`src/rtl/fifo_pkg.sv`:
```
`default_nettype none
// ============================================================================
// Module      : fifo_pkg
// Description : Shared types and default sizes for syn_fifo and the blocks
//               that drive its ports (write arbiter, read scheduler).
// Revision    : 1.0 - initial release
// ============================================================================
package fifo_pkg;

  // Arbiter state: IDLE = no owner holds the port, BURST = owner may keep it
  typedef enum logic [0:0] {
    IDLE  = 1'b0,
    BURST = 1'b1
  } arb_state_e;

  // Defaults shared with syn_fifo so both sides agree on geometry
  localparam int FIFO_WIDTH = 8;
  localparam int FIFO_SIZE  = 16;

endpackage : fifo_pkg
`default_nettype wire

```
`src/rtl/fifo_wr_arbiter_rr_pick.sv`:
```
`default_nettype none
// ============================================================================
// Module      : rr_pick
// Description : Combinational rotate-priority encoder. Returns the first
//               unmasked requester found searching rr_ptr, rr_ptr+1, ...
//               modulo N. Shared by the write arbiter and read scheduler.
// Revision    : 1.0 - initial release
// ============================================================================
module rr_pick #(
  parameter int N  = 4,
  parameter int IW = (N > 1) ? $clog2(N) : 1
) (
  input  logic [N-1:0]  req,
  input  logic [IW-1:0] rr_ptr,
  input  logic [N-1:0]  mask,    // 1 = candidate excluded from this search
  output logic [N-1:0]  onehot,
  output logic [IW-1:0] index,
  output logic          any
);

  logic [IW:0]   sum;
  logic [IW-1:0] pos;

  // Walk the requesters in rotated order and latch the first eligible one
  always_comb begin
    onehot = '0;
    index  = '0;
    any    = 1'b0;
    sum    = '0;
    pos    = '0;
    for (int k = 0; k < N; k++) begin
      // rr_ptr < N and k < N, so one conditional subtract is a full modulo
      sum = {1'b0, rr_ptr} + (IW+1)'(k);
      if (sum >= (IW+1)'(N)) begin
        sum = sum - (IW+1)'(N);
      end
      pos = sum[IW-1:0];
      if (!any && req[pos] && !mask[pos]) begin
        any         = 1'b1;
        index       = pos;
        onehot[pos] = 1'b1;
      end
    end
  end

endmodule : rr_pick
`default_nettype wire

```
`src/rtl/fifo_wr_arbiter.sv`:
```
`default_nettype none
// ============================================================================
// Module      : fifo_wr_arbiter
// Description : Shares one syn_fifo write port among NUM_REQ producers using
//               round-robin arbitration with a bounded burst lock, full-flag
//               write gating, a write counter and a sticky overflow flag.
// Revision    : 1.0 - initial release
// ============================================================================
module fifo_wr_arbiter
  import fifo_pkg::*;
#(
  parameter int NUM_REQ   = 4,
  parameter int WIDTH     = FIFO_WIDTH,
  parameter int MAX_BURST = 4,
  parameter int CNT_WIDTH = 16
) (
  input  logic                     clk,
  input  logic                     rst,
  input  logic [NUM_REQ-1:0]       req,
  input  logic [NUM_REQ*WIDTH-1:0] req_data,
  output logic [NUM_REQ-1:0]       gnt,
  input  logic                     fifo_full,
  input  logic                     fifo_overflow,
  output logic                     fifo_wr_en,
  output logic [WIDTH-1:0]         fifo_wdata,
  output logic                     busy,
  output logic [CNT_WIDTH-1:0]     wr_count,
  output logic                     err_overflow
);

  localparam int              IW          = $clog2(NUM_REQ);
  localparam int              BCW         = $clog2(MAX_BURST) + 1;
  localparam logic [BCW-1:0]  BURST_LIMIT = BCW'(MAX_BURST);
  localparam logic [IW-1:0]   LAST_IDX    = IW'(NUM_REQ - 1);

  arb_state_e           state_q, state_d;
  logic [IW-1:0]        owner_q, owner_d;
  logic [IW-1:0]        rr_ptr_q, rr_ptr_d;
  logic [BCW-1:0]       burst_cnt_q, burst_cnt_d;
  logic [CNT_WIDTH-1:0] wr_count_q, wr_count_d;
  logic                 err_overflow_q, err_overflow_d;

  logic                 lock;
  logic [NUM_REQ-1:0]   pick_onehot;
  logic [IW-1:0]        pick_index;
  logic                 pick_any;

  // rr_ptr already sits one past the last winner, so an exhausted owner is
  // naturally searched last; nothing needs masking here.
  rr_pick #(
    .N  (NUM_REQ),
    .IW (IW)
  ) u_rr_pick (
    .req    (req),
    .rr_ptr (rr_ptr_q),
    .mask   ({NUM_REQ{1'b0}}),
    .onehot (pick_onehot),
    .index  (pick_index),
    .any    (pick_any)
  );

  // Owner keeps the port while it still requests and has burst budget left
  assign lock = (state_q == BURST) && req[owner_q] && (burst_cnt_q < BURST_LIMIT);

  // Grant: nothing while full or in reset, owner on lock, else next RR winner
  always_comb begin
    gnt = '0;
    if (!rst && !fifo_full) begin
      if (lock) begin
        gnt[owner_q] = 1'b1;
      end else if (pick_any) begin
        gnt = pick_onehot;
      end
    end
  end

  assign fifo_wr_en = |gnt;

  // Data mux: grant is one-hot, so OR-ing the gated slices selects the winner
  always_comb begin
    fifo_wdata = '0;
    for (int i = 0; i < NUM_REQ; i++) begin
      if (gnt[i]) begin
        fifo_wdata = fifo_wdata | req_data[i*WIDTH +: WIDTH];
      end
    end
  end

  // Next-state: a full FIFO stalls a live lock in place rather than rotating
  always_comb begin
    state_d        = state_q;
    owner_d        = owner_q;
    rr_ptr_d       = rr_ptr_q;
    burst_cnt_d    = burst_cnt_q;
    wr_count_d     = wr_count_q;
    err_overflow_d = err_overflow_q;

    if (!fifo_full) begin
      if (lock) begin
        burst_cnt_d = burst_cnt_q + 1'b1;
      end else if (pick_any) begin
        owner_d     = pick_index;
        burst_cnt_d = BCW'(1);
        rr_ptr_d    = (pick_index == LAST_IDX) ? '0 : pick_index + 1'b1;
        state_d     = (MAX_BURST > 1) ? BURST : IDLE;
      end else begin
        state_d = IDLE;
      end
    end else if (!lock) begin
      state_d = IDLE;
    end

    if (fifo_wr_en) begin
      wr_count_d = wr_count_q + 1'b1;
    end
    if (fifo_overflow) begin
      err_overflow_d = 1'b1;
    end
  end

  // State registers; reset aborts any burst in flight
  always_ff @(posedge clk or posedge rst) begin
    if (rst) begin
      state_q        <= IDLE;
      owner_q        <= '0;
      rr_ptr_q       <= '0;
      burst_cnt_q    <= '0;
      wr_count_q     <= '0;
      err_overflow_q <= 1'b0;
    end else begin
      state_q        <= state_d;
      owner_q        <= owner_d;
      rr_ptr_q       <= rr_ptr_d;
      burst_cnt_q    <= burst_cnt_d;
      wr_count_q     <= wr_count_d;
      err_overflow_q <= err_overflow_d;
    end
  end

  assign busy         = (state_q == BURST);
  assign wr_count     = wr_count_q;
  assign err_overflow = err_overflow_q;

endmodule : fifo_wr_arbiter
`default_nettype wire

```
`config.mk`:
```
export PLATFORM = sky130hd
export DESIGN_NAME = fifo_wr_arbiter
export DESIGN_NICKNAME = d
export VERILOG_FILES = /design/src/rtl/fifo_pkg.sv /design/src/rtl/fifo_wr_arbiter_rr_pick.sv /design/src/rtl/fifo_wr_arbiter.sv
export SDC_FILE = /design/constraint.sdc
export NUM_CORES = 1
export LEC_CHECK = 0
export CORE_ASPECT_RATIO = 1.25
export CORE_MARGIN = 2
export CORE_UTILIZATION = 46
export CTS_BUF_LIST = sky130_fd_sc_hd__clkbuf_16
export DETAILED_ROUTE_END_ITERATION = 8
export HOLD_SLACK_MARGIN = 0.06
export PLACE_DENSITY = 0.81
export SLEW_MARGIN = 25
export SYNTH_ARGS = -nofsm -noshare
export SYNTH_HDL_FRONTEND = slang
export SYNTH_HIERARCHICAL = 1
export SYNTH_SLANG_ARGS = --single-unit
```
`constraint.sdc`:
```
create_clock -name clk -period 3.55 [get_ports clk]
set_clock_uncertainty 0.2 [all_clocks]
set_input_delay 0.355 -clock clk [delete_from_list [all_inputs] [get_ports clk]]
set_output_delay 0.355 -clock clk [all_outputs]
set_load 0.1 [all_outputs]
```
Word level (Yosys, flattened, before mapping) --
Index checks and enable logic that the tools add are counted. Widths: inputs -> output; s select.
Storage, ports and cells: flip-flop bits (word level) 25, output and inout port bits 31
Cells by class: muxes and demuxes 58, add/subtract/negate cells 10, order comparisons 15, reduce and logical (&&, ||, !) cells 28, equality and inequality tests 1, bitwise operators 8
Operators by type and width (number):
- $mux 8 | 4
- $mux 4 | 7
- $or 8x8->8 | 3
- $mux 1 | 22
- $bmux 1 s2 | 9
- $mux 2 | 9
- $add 16x1->16 const B | 1
- $logic_and 1x1->1 | 15
- $lt 2x3->1 const B | 5
- $or 4x4->4 | 3
- $demux 1 s2 | 5
- $ge 2x1->1 const B | 5
- $ge 3x3->1 const B | 3
- $logic_not 1->1 | 9
- $sub 2x1->2 const B | 4
- $add 2x2->3 const B | 2
- $mux 3 | 2
- $reduce_or 4->1 | 1
- $add 2x1->3 const B | 1
- $add 3x1->3 const B | 1
- $ge 2x3->1 const B | 1
- $lt 3x3->1 const B | 1
- $reduce_and 3->1 | 1
- $add 2x1->2 const B | 1
- 4 further kinds | 5

Depth between registers and ports, before layout --
Gate-level depths: netlist (run 1).
depth in word-level cells 29, gate-level depth with buffers 13, gate-level depth less buffers 11

Cells and area by module --
Netlist (run 1), hierarchy kept.
Modules (own cells, without submodules):
- fifo_wr_arbiter | seq. area each 625.6 um^2, cells an instance 138, instances 1, area each 1491.4 um^2
- rr_pick | seq. area each 0.0 um^2, cells an instance 63, instances 1, area each 535.5 um^2

Least setup slack after synthesis (run 1) --
No wires, ideal clock.
kind reg2out, start point register rr_ptr_q[1], end point output fifo_wdata[0], cell stages (with the launch flop) 9, buffers on the path 0, arrival time 4.594 ns, setup slack -1.599 ns, cells stage by stage dfrtp_1 -> inv_1 -> ha_1 -> mux4_2 -> and2_4 -> a221oi_1 -> nand2_1 -> o21ai_1 -> a221o_1
RTL lines:
- from (decl) | RTL line fifo_wr_arbiter.sv:38 | logic [IW-1:0] rr_ptr_q, rr_ptr_d;
- from (signal assigned) | RTL line fifo_wr_arbiter.sv:133 | rr_ptr_q <= rr_ptr_d;
- parallel branches: the longest is 18 deep, another holds $add 2x1->3
- $mux 4 * | RTL line fifo_wr_arbiter_rr_pick.sv:38 | if (!any && req[pos] && !mask[pos]) begin
- named net pick_onehot[3] | RTL line fifo_wr_arbiter.sv:44 | logic [NUM_REQ-1:0] pick_onehot;
- $mux 4 * | RTL line fifo_wr_arbiter.sv:71 | end else if (pick_any) begin
- $mux 4 * | RTL line fifo_wr_arbiter.sv:69 | if (lock) begin
- $mux 4 * | RTL line fifo_wr_arbiter.sv:68 | if (!rst && !fifo_full) begin
- named net gnt[3] | RTL line fifo_wr_arbiter.sv:21 | output logic [NUM_REQ-1:0] gnt,
- $mux 8 * | RTL line fifo_wr_arbiter.sv:83 | if (gnt[i]) begin
- to (decl) | RTL line fifo_wr_arbiter.sv:25 | output logic [WIDTH-1:0] fifo_wdata,
Mark *: on every way through the listed nets, which the timed path passes. The select of a mux whose other input is x is not followed.

Worst setup path after layout (run 1) --
start point register rr_ptr_q[0], end point output fifo_wdata[3]
RTL lines:
- parallel branches: the longest is 18 deep, another holds $add 2x1->3
- $mux 4 * | RTL line fifo_wr_arbiter_rr_pick.sv:38
- named net pick_onehot[1] | RTL line fifo_wr_arbiter.sv:44
- $mux 4 * | RTL line fifo_wr_arbiter.sv:71
- $mux 4 * | RTL line fifo_wr_arbiter.sv:69
- $mux 4 * | RTL line fifo_wr_arbiter.sv:68
- $mux 8 * | RTL line fifo_wr_arbiter.sv:83
- $or 8x8->8 | RTL line fifo_wr_arbiter.sv:84 | fifo_wdata = fifo_wdata | req_data[i*WIDTH +: WIDTH];
- $mux 8 * | RTL line fifo_wr_arbiter.sv:83
- $or 8x8->8 | RTL line fifo_wr_arbiter.sv:84
- $mux 8 * | RTL line fifo_wr_arbiter.sv:83
Marks and branches as above.

==> metrics.csv, run 1 <==
metric;value;unit
status;complete, but fails checks;
violated checks;negative setup slack;
post-synth cell types;51;
worst-margin pin slew;1.02;ns
period utilization;104;%
residual DRC count;0;
I/O pins;71;
grt met1 use;31.5;%
fin worst setup slack;-0.143;ns
post-synth top area share;30.9;%
Min Hold Slack;0.278;ns
Worst setup SP type;register;
GR Util met2;52.2;%
Synth Register Bits;25;
detailed-router iteration count before antenna repair;4;
HP Class;register to register;
Worst EP arrival;3.14;ns
Area Overhead vs Synth;82.7;%
flop2flop setup slack;0.01;ns
busiest grt layer;met2;
worst-path maximum fanout;9;
Inserted Clock Buffers;3;
All-Layer GR Usage;27.9;%
Iter 0 DRT Violations;127;
most frequent cell after synthesis;dfrtp_1;
final setup violation count;9;
power per cell area;1040;nW/µm²
CP startpoint;rr_ptr_q[0];
Core ar.;4320;µm²
Worst Setup End Kind;primary output;
met3 Resource Use GR;6.30;%
Layout Nets;374;
R2R Path End;wr_count[11];
Main synth FF type;dfrtp_1;
ranking of synthesized cells by area;dfrtp_1 31%, ha_1 6.8%, a22o_1 4.8%, mux4_2 4.4%, xor2_1 4.3%;
clock sink count;25;
RSZ-0062 raised after global routing;yes;
worst r2r path cells;12;
largest net degree at the start of global routing;26;
mean area per synthesized cell;10.1;µm²
critical path cell sequence;buf_4, mux4_2, and2_4, buf_4, a221oi_4, nand2_2, mux2i_4, buf_12, a22o_1, a221o_4, buf_12;
vias;2287;
Die Width;63.4;µm
initial antenna violation count;0;
sequential share of the synthesized area;30.9;%
Worst slew margin;32.0;%
post-DR vias/cell;6.02;
die area;4960;µm²
clock tree buffer depth;2;
Async S/R FF share, synth;100;%
Synth top cells by count;25 x dfrtp_1, 16 x nand2_1, 11 x a22o_1, 11 x ha_1, 11 x nor2_1;
Power Total;3.86;mW
Mapped Area;2030;µm²
final hold viol count;0;
GRT overflow;0;
ANT cells;0;
fraction of layout cells with a size suffix above 1;35.7;%
Max-cap violations;0;
maximum VDD drop;0.745;mV
hold_buf cts;0;
Synth area leader;dfrtp_1;
leakage power;1.59;nW
FP Rows;27;
dpl hpwl;4550;µm
Critical Path RT;2.99;ns
EDFF count, synth;0;
CP endpoint;fifo_wdata[3];
fin. max-slew vios;0;
TritonCTS clock tree;done;
Yosys warning count;6;
min Tclk post-route;3.69;ns
Detailed Route WL;8300;µm
Root Buffer;clkbuf_16;
CTS H-tree lvls;1;
vias in the first global route;2225;
Final ANT Viol Nets;0;
chip height;78.2;µm
first-pass GRT wire length;11000;µm
Achievable Freq;271;MHz
Reg-to-Reg Start;rr_ptr_q[0];
Avg WL per Cell;21.8;µm
clock-pin transition on the worst setup and hold timing paths;0.06;ns
I/O Buffers;70;
critical path type;register to primary output;
slowest stage cell, crit path;mux4_2;
gpl congestion;0.830;
worst-skew pair later-pin latency;0.26;ns
crit-path max cell delay;0.57;ns
Starting Density;46.9;%
Post-Syn Instances;201;
final cells by class:
cell class / count / area [µm²]
clock inverters: 1 / 3.75
clock buffers: 3 / 75.1
flip-flops and latches: 25 / 628
inverters: 10 / 47.5
fillers: 239 / 622
multi-input cells: 168 / 1640
repair buffers: 115 / 1230
well taps: 58 / 72.6
worst min path at each step:
stage / from / to / slack [ns] / cells after the start
after floorplan: rst / burst_cnt_q[0] / 0.18 / 1
after global placement: err_overflow / err_overflow / 0.26 / 1
after detailed placement: err_overflow / err_overflow / 0.26 / 1
after CTS: wr_count[15] / wr_count[15] / 0.28 / 1
after global routing: err_overflow / err_overflow / 0.30 / 1
final: err_overflow / err_overflow / 0.28 / 1
worst max-delay path, delay by kind of cell (launching register included):
kind	cells	cell delay [ns]
flops	1	0.46
compound gates	3	0.70
mux	2	0.76
simple gates	2	0.32
buf+inv	4	0.64
power breakdown:
part / switching, mW / internal (mW) / leakage [nW]
combinational: 1.81 / 1.32 / 1.23
clock: 0.0974 / 0.151 / 0.0423
sequential: 0.110 / 0.364 / 0.312
total: 2.02 / 1.84 / 1.59
cells in the final DEF, fill, tap and decap left out, types with 5 or more instances in the layout:
master and instances:
xor2_1 10, clkdlybuf4s50_1 53, buf_12 16, nand3_1 7
nand2_1 14, conb_1 8, mux2i_1 5, inv_1 8
xnor2_1 5, a22o_1 11, dfrtp_1 23, a221o_4 8
ha_1 10, nor2_1 11, buf_4 34, buf_6 8
mux4_2 6
stage by stage:
step	TNS, ns	setup slack (ns)	area [µm²]	util, %	std cells
6_report	-0.807	-0.143	3700	85.6	380
5_1_grt	-1.94	-0.234	3700	85.6	380
4_1_cts	-0.297	-0.0449	3570	82.5	371
3_5_place_dp	-2.14	-0.192	3290	76.1	357
3_3_place_gp	-0.850	-0.0977	3290	76.1	357
2_1_floorplan	-5.42	-0.686	2190	-	208
metal layers:
metal / wire length (µm) / vias to the layer above
met4: 462 / 0
met5: 0 / -
met1: 3060 / 1135
li1: - / 994
met3: 465 / 41
met2: 4310 / 117
cell families (layout without fill, tap and decap cells):
| kind of cell | count (synthesis) | count (layout) | share of synthesized area (%) |
|---|---|---|---|
| xor+xnor | 15 | 15 | 6.48 |
| mux | 17 | 18 | 13.3 |
| simple gates | 74 | 74 | 21.7 |
| buf+inv | 16 | 129 | 4.14 |
| fa+ha+maj | 11 | 11 | 6.79 |
| flops | 25 | 25 | 30.9 |
| compound gates | 42 | 42 | 16.6 |
| other cells | 1 | 8 | 0.185 |
timing repair:
item	in CTS	in global routing
endpoints found under the hold margin	0	0
buffers inserted	9	10
endpoints found under the setup margin	11	11
pin swaps	13	5
resized for setup	27	16
gates cloned	1	1
state kept, by name, summed over array words and instances, names as in the netlist:
name / count
err_overflow: 1
rr_ptr_q: 2
busy: 1
owner_q: 2
burst_cnt_q: 3
wr_count: 16
Note: power is estimated with default switching activity, not from simulation.
==> inputs of run 2 (changes only) <==
Settings changed: CORE_ASPECT_RATIO 1.25 to 0.8, CTS_CLUSTER_DIAMETER set to 80.
==> run 2 against run 1 <==
Net effect: the flow still finishes with violations (negative setup slack); sequential power about the same; sequential cell count unchanged; sequential share of layout area up 0.52 points; fmax up 0.98%; global-route usage down 0.42 points; combinational power down 8.3%; register-to-register slack better by 0.15 ns; via count down 8.5%; utilization down 0.17 points; cell count down 1.1%; critical path type unchanged; largest cell class unchanged.
==> metrics.csv, run 2 (synthesized netlist as in run 1, its figures left out) <==
metric;value;unit;change
I/O pins;71;;unchanged
Post-Layout Cell Count;376;;was 380
Critical Path RT;2.99;ns;about the same
Worst Hold Depth;1;;unchanged
fin util;85.4;%;was 85.6%
clock tree buffer depth;2;;unchanged
Root Buffer;clkbuf_16;;unchanged
largest net degree at the start of global routing;26;;unchanged
fin worst setup slack;-0.107;ns;was -0.143 ns
worst-margin pin slew;0.987;ns;was 1.02 ns
Avg WL per Cell;17.0;µm;was 21.8 µm
worst-path maximum fanout;9;;unchanged
Detailed Route WL;6400;µm;was 8300 µm
flop2flop setup slack;0.16;ns;was 0.01 ns
initial antenna violation count;0;;unchanged
dpl hpwl;4690;µm;was 4550 µm
worst r2r path cells;15;;was 12
Worst EP arrival;3.10;ns;was 3.14 ns
CTS H-tree lvls;1;;unchanged
min Tclk post-route;3.66;ns;was 3.69 ns
Worst slew margin;34.0;%;was 32.0%
HP Class;register to register;;unchanged
final hold viol count;0;;unchanged
fraction of layout cells with a size suffix above 1;33.2;%;was 35.7%
die area;4960;µm²;unchanged
RSZ-0062 raised after global routing;yes;;unchanged
fin. max-slew vios;0;;unchanged
Iter 0 DRT Violations;89;;was 127
critical path type;register to primary output;;unchanged
Core ar.;4200;µm²;was 4320 µm²
detailed-router iteration count before antenna repair;4;;unchanged
vias in the first global route;2207;;was 2225
status;complete, but fails checks;;unchanged
Achievable Freq;273;MHz;was 271 MHz
GRT overflow;0;;unchanged
clock-pin transition on the worst setup and hold timing paths;0.06;ns;about the same
Worst setup SP type;register;;unchanged
Worst Setup End Kind;primary output;;unchanged
commonest non-fill, non-tap cells in the layout;53 x clkdlybuf4s50_1, 35 x buf_4, 23 x dfrtp_1, 16 x nand2_1, 15 x buf_12;;was 53 x clkdlybuf4s50_1, 34 x buf_4, 23 x dfrtp_1, 16 x buf_12, 14 x nand2_1
clock sink count;25;;unchanged
power per cell area;1000;nW/µm²;was 1040 nW/µm²
first-pass GRT wire length;10800;µm;was 11000 µm
Power Total;3.60;mW;was 3.86 mW
period utilization;103;%;was 104%
Inserted Clock Buffers;3;;unchanged
TritonCTS clock tree;done;;unchanged
gpl congestion;0.924;;was 0.830
worst-skew pair later-pin latency;0.26;ns;about the same
maximum VDD drop;0.792;mV;was 0.745 mV
fill count;240;;was 239
Layout Nets;371;;was 374
Starting Density;48.2;%;was 46.9%
Max-cap violations;0;;unchanged
Die Width;78.2;µm;was 63.4 µm
final setup violation count;9;;unchanged
I/O Buffers;70;;unchanged
All-Layer GR Usage;27.5;%;was 27.9%
Final ANT Viol Nets;0;;unchanged
commonest non-fill, non-tap cell in the layout;clkdlybuf4s50_1;;unchanged
ANT cells;0;;unchanged
max reg flops;16;;unchanged
residual DRC count;0;;unchanged
violated checks;negative setup slack;;unchanged
Post-Place Cells;360;;was 357
FP Rows;21;;was 27
leakage power;1.56;nW;was 1.59 nW
Area Overhead vs Synth;77.2;%;was 82.7%
chip height;63.4;µm;was 78.2 µm
vias;2093;;was 2287
post-DR vias/cell;5.57;;was 6.02
[run 2: cell count changes in the layout (fill, tap and decap cells not counted), sizes merged]
cell    change
buf         -2
clkinv      +1
inv         -1
mux2i       -1
[run 2: final timing paths]
| kind | start | endpoint |
|---|---|---|
| hold reg to reg | wr_count[15] | wr_count[15] |
| min in group asynchronous | rst | burst_cnt_q[2] |
| hold / removal | wr_count[15] | wr_count[15] |
| max in group asynchronous | rst | rr_ptr_q[1] |
| setup / recovery | rr_ptr_q[0] | fifo_wdata[3] |
| setup reg to reg | rr_ptr_q[0] | wr_count[12] |
[run 2: repair_timing]
action                                  in CTS  in global routing
buffers inserted                             7                  6
pin swaps                                   13                  9
resized for setup                           27                  3
endpoints found under the setup margin      10                 11
cloned                                       1                  0
hold buffers                                 0                  0
[run 2: worst max-delay path, cell delays in order (launching register included)]
cell      delay (ns)
dfrtp_2         0.47
inv_8           0.06
ha_4            0.27
mux4_2          0.34
buf_6           0.15
buf_4           0.12
a211oi_2        0.23
a221oi_4        0.13
nand2_1         0.12
mux2i_4         0.08
buf_12          0.16
a22o_1          0.19
a221o_4         0.34
buf_12          0.17
[run 2: report_power, final]
part	switching (mW)	internal, mW	leakage (nW)
registers	0.110	0.364	0.312
logic	1.64	1.24	1.20
clock network	0.0954	0.152	0.0409
total	1.85	1.75	1.56
[run 2: routing by layer]
layer | up-vias | global-route usage [%] | routed length, µm
met5 | - | 0 | 0
met1 | 1014 | 33.7 | 2570
li1 | 984 | - | -
met3 | 15 | 5.01 | 397
met4 | 0 | 9.43 | 197
met2 | 80 | 48.6 | 3230
[run 2: stage by stage]
step                worst slack (ns)  hold WS, ns  setup TNS, ns  instance area, µm²
floorplan                     -0.686        0.182          -5.42                2190
global placement              -0.136        0.250          -1.15                3320
detailed placement            -0.193        0.265          -2.46                3320
CTS                          -0.0930        0.273         -0.716                3570
global route                  -0.238        0.277          -2.11                3590
finish                        -0.107        0.266         -0.883                3590
[run 2: final cells by class]
class / instances / area [µm²] / area share [%]
Multi-Input combinational cell: 167 / 1570 / 43.7
Tap cell: 57 / 71.3 / 1.99
Timing Repair Buffer: 113 / 1200 / 33.3
Sequential cell: 25 / 628 / 17.5
Inverter: 10 / 45.0 / 1.25
Clock buffer: 3 / 75.1 / 2.09
Clock inverter: 1 / 5.00 / 0.139
==> inputs of run 3 (changes only) <==
Settings changed: CAP_MARGIN set to 5, CTS_CLUSTER_SIZE set to 14.
==> results of run 3 <==
Same layout as run 2: the final DEF is identical, and so are final timing and power.
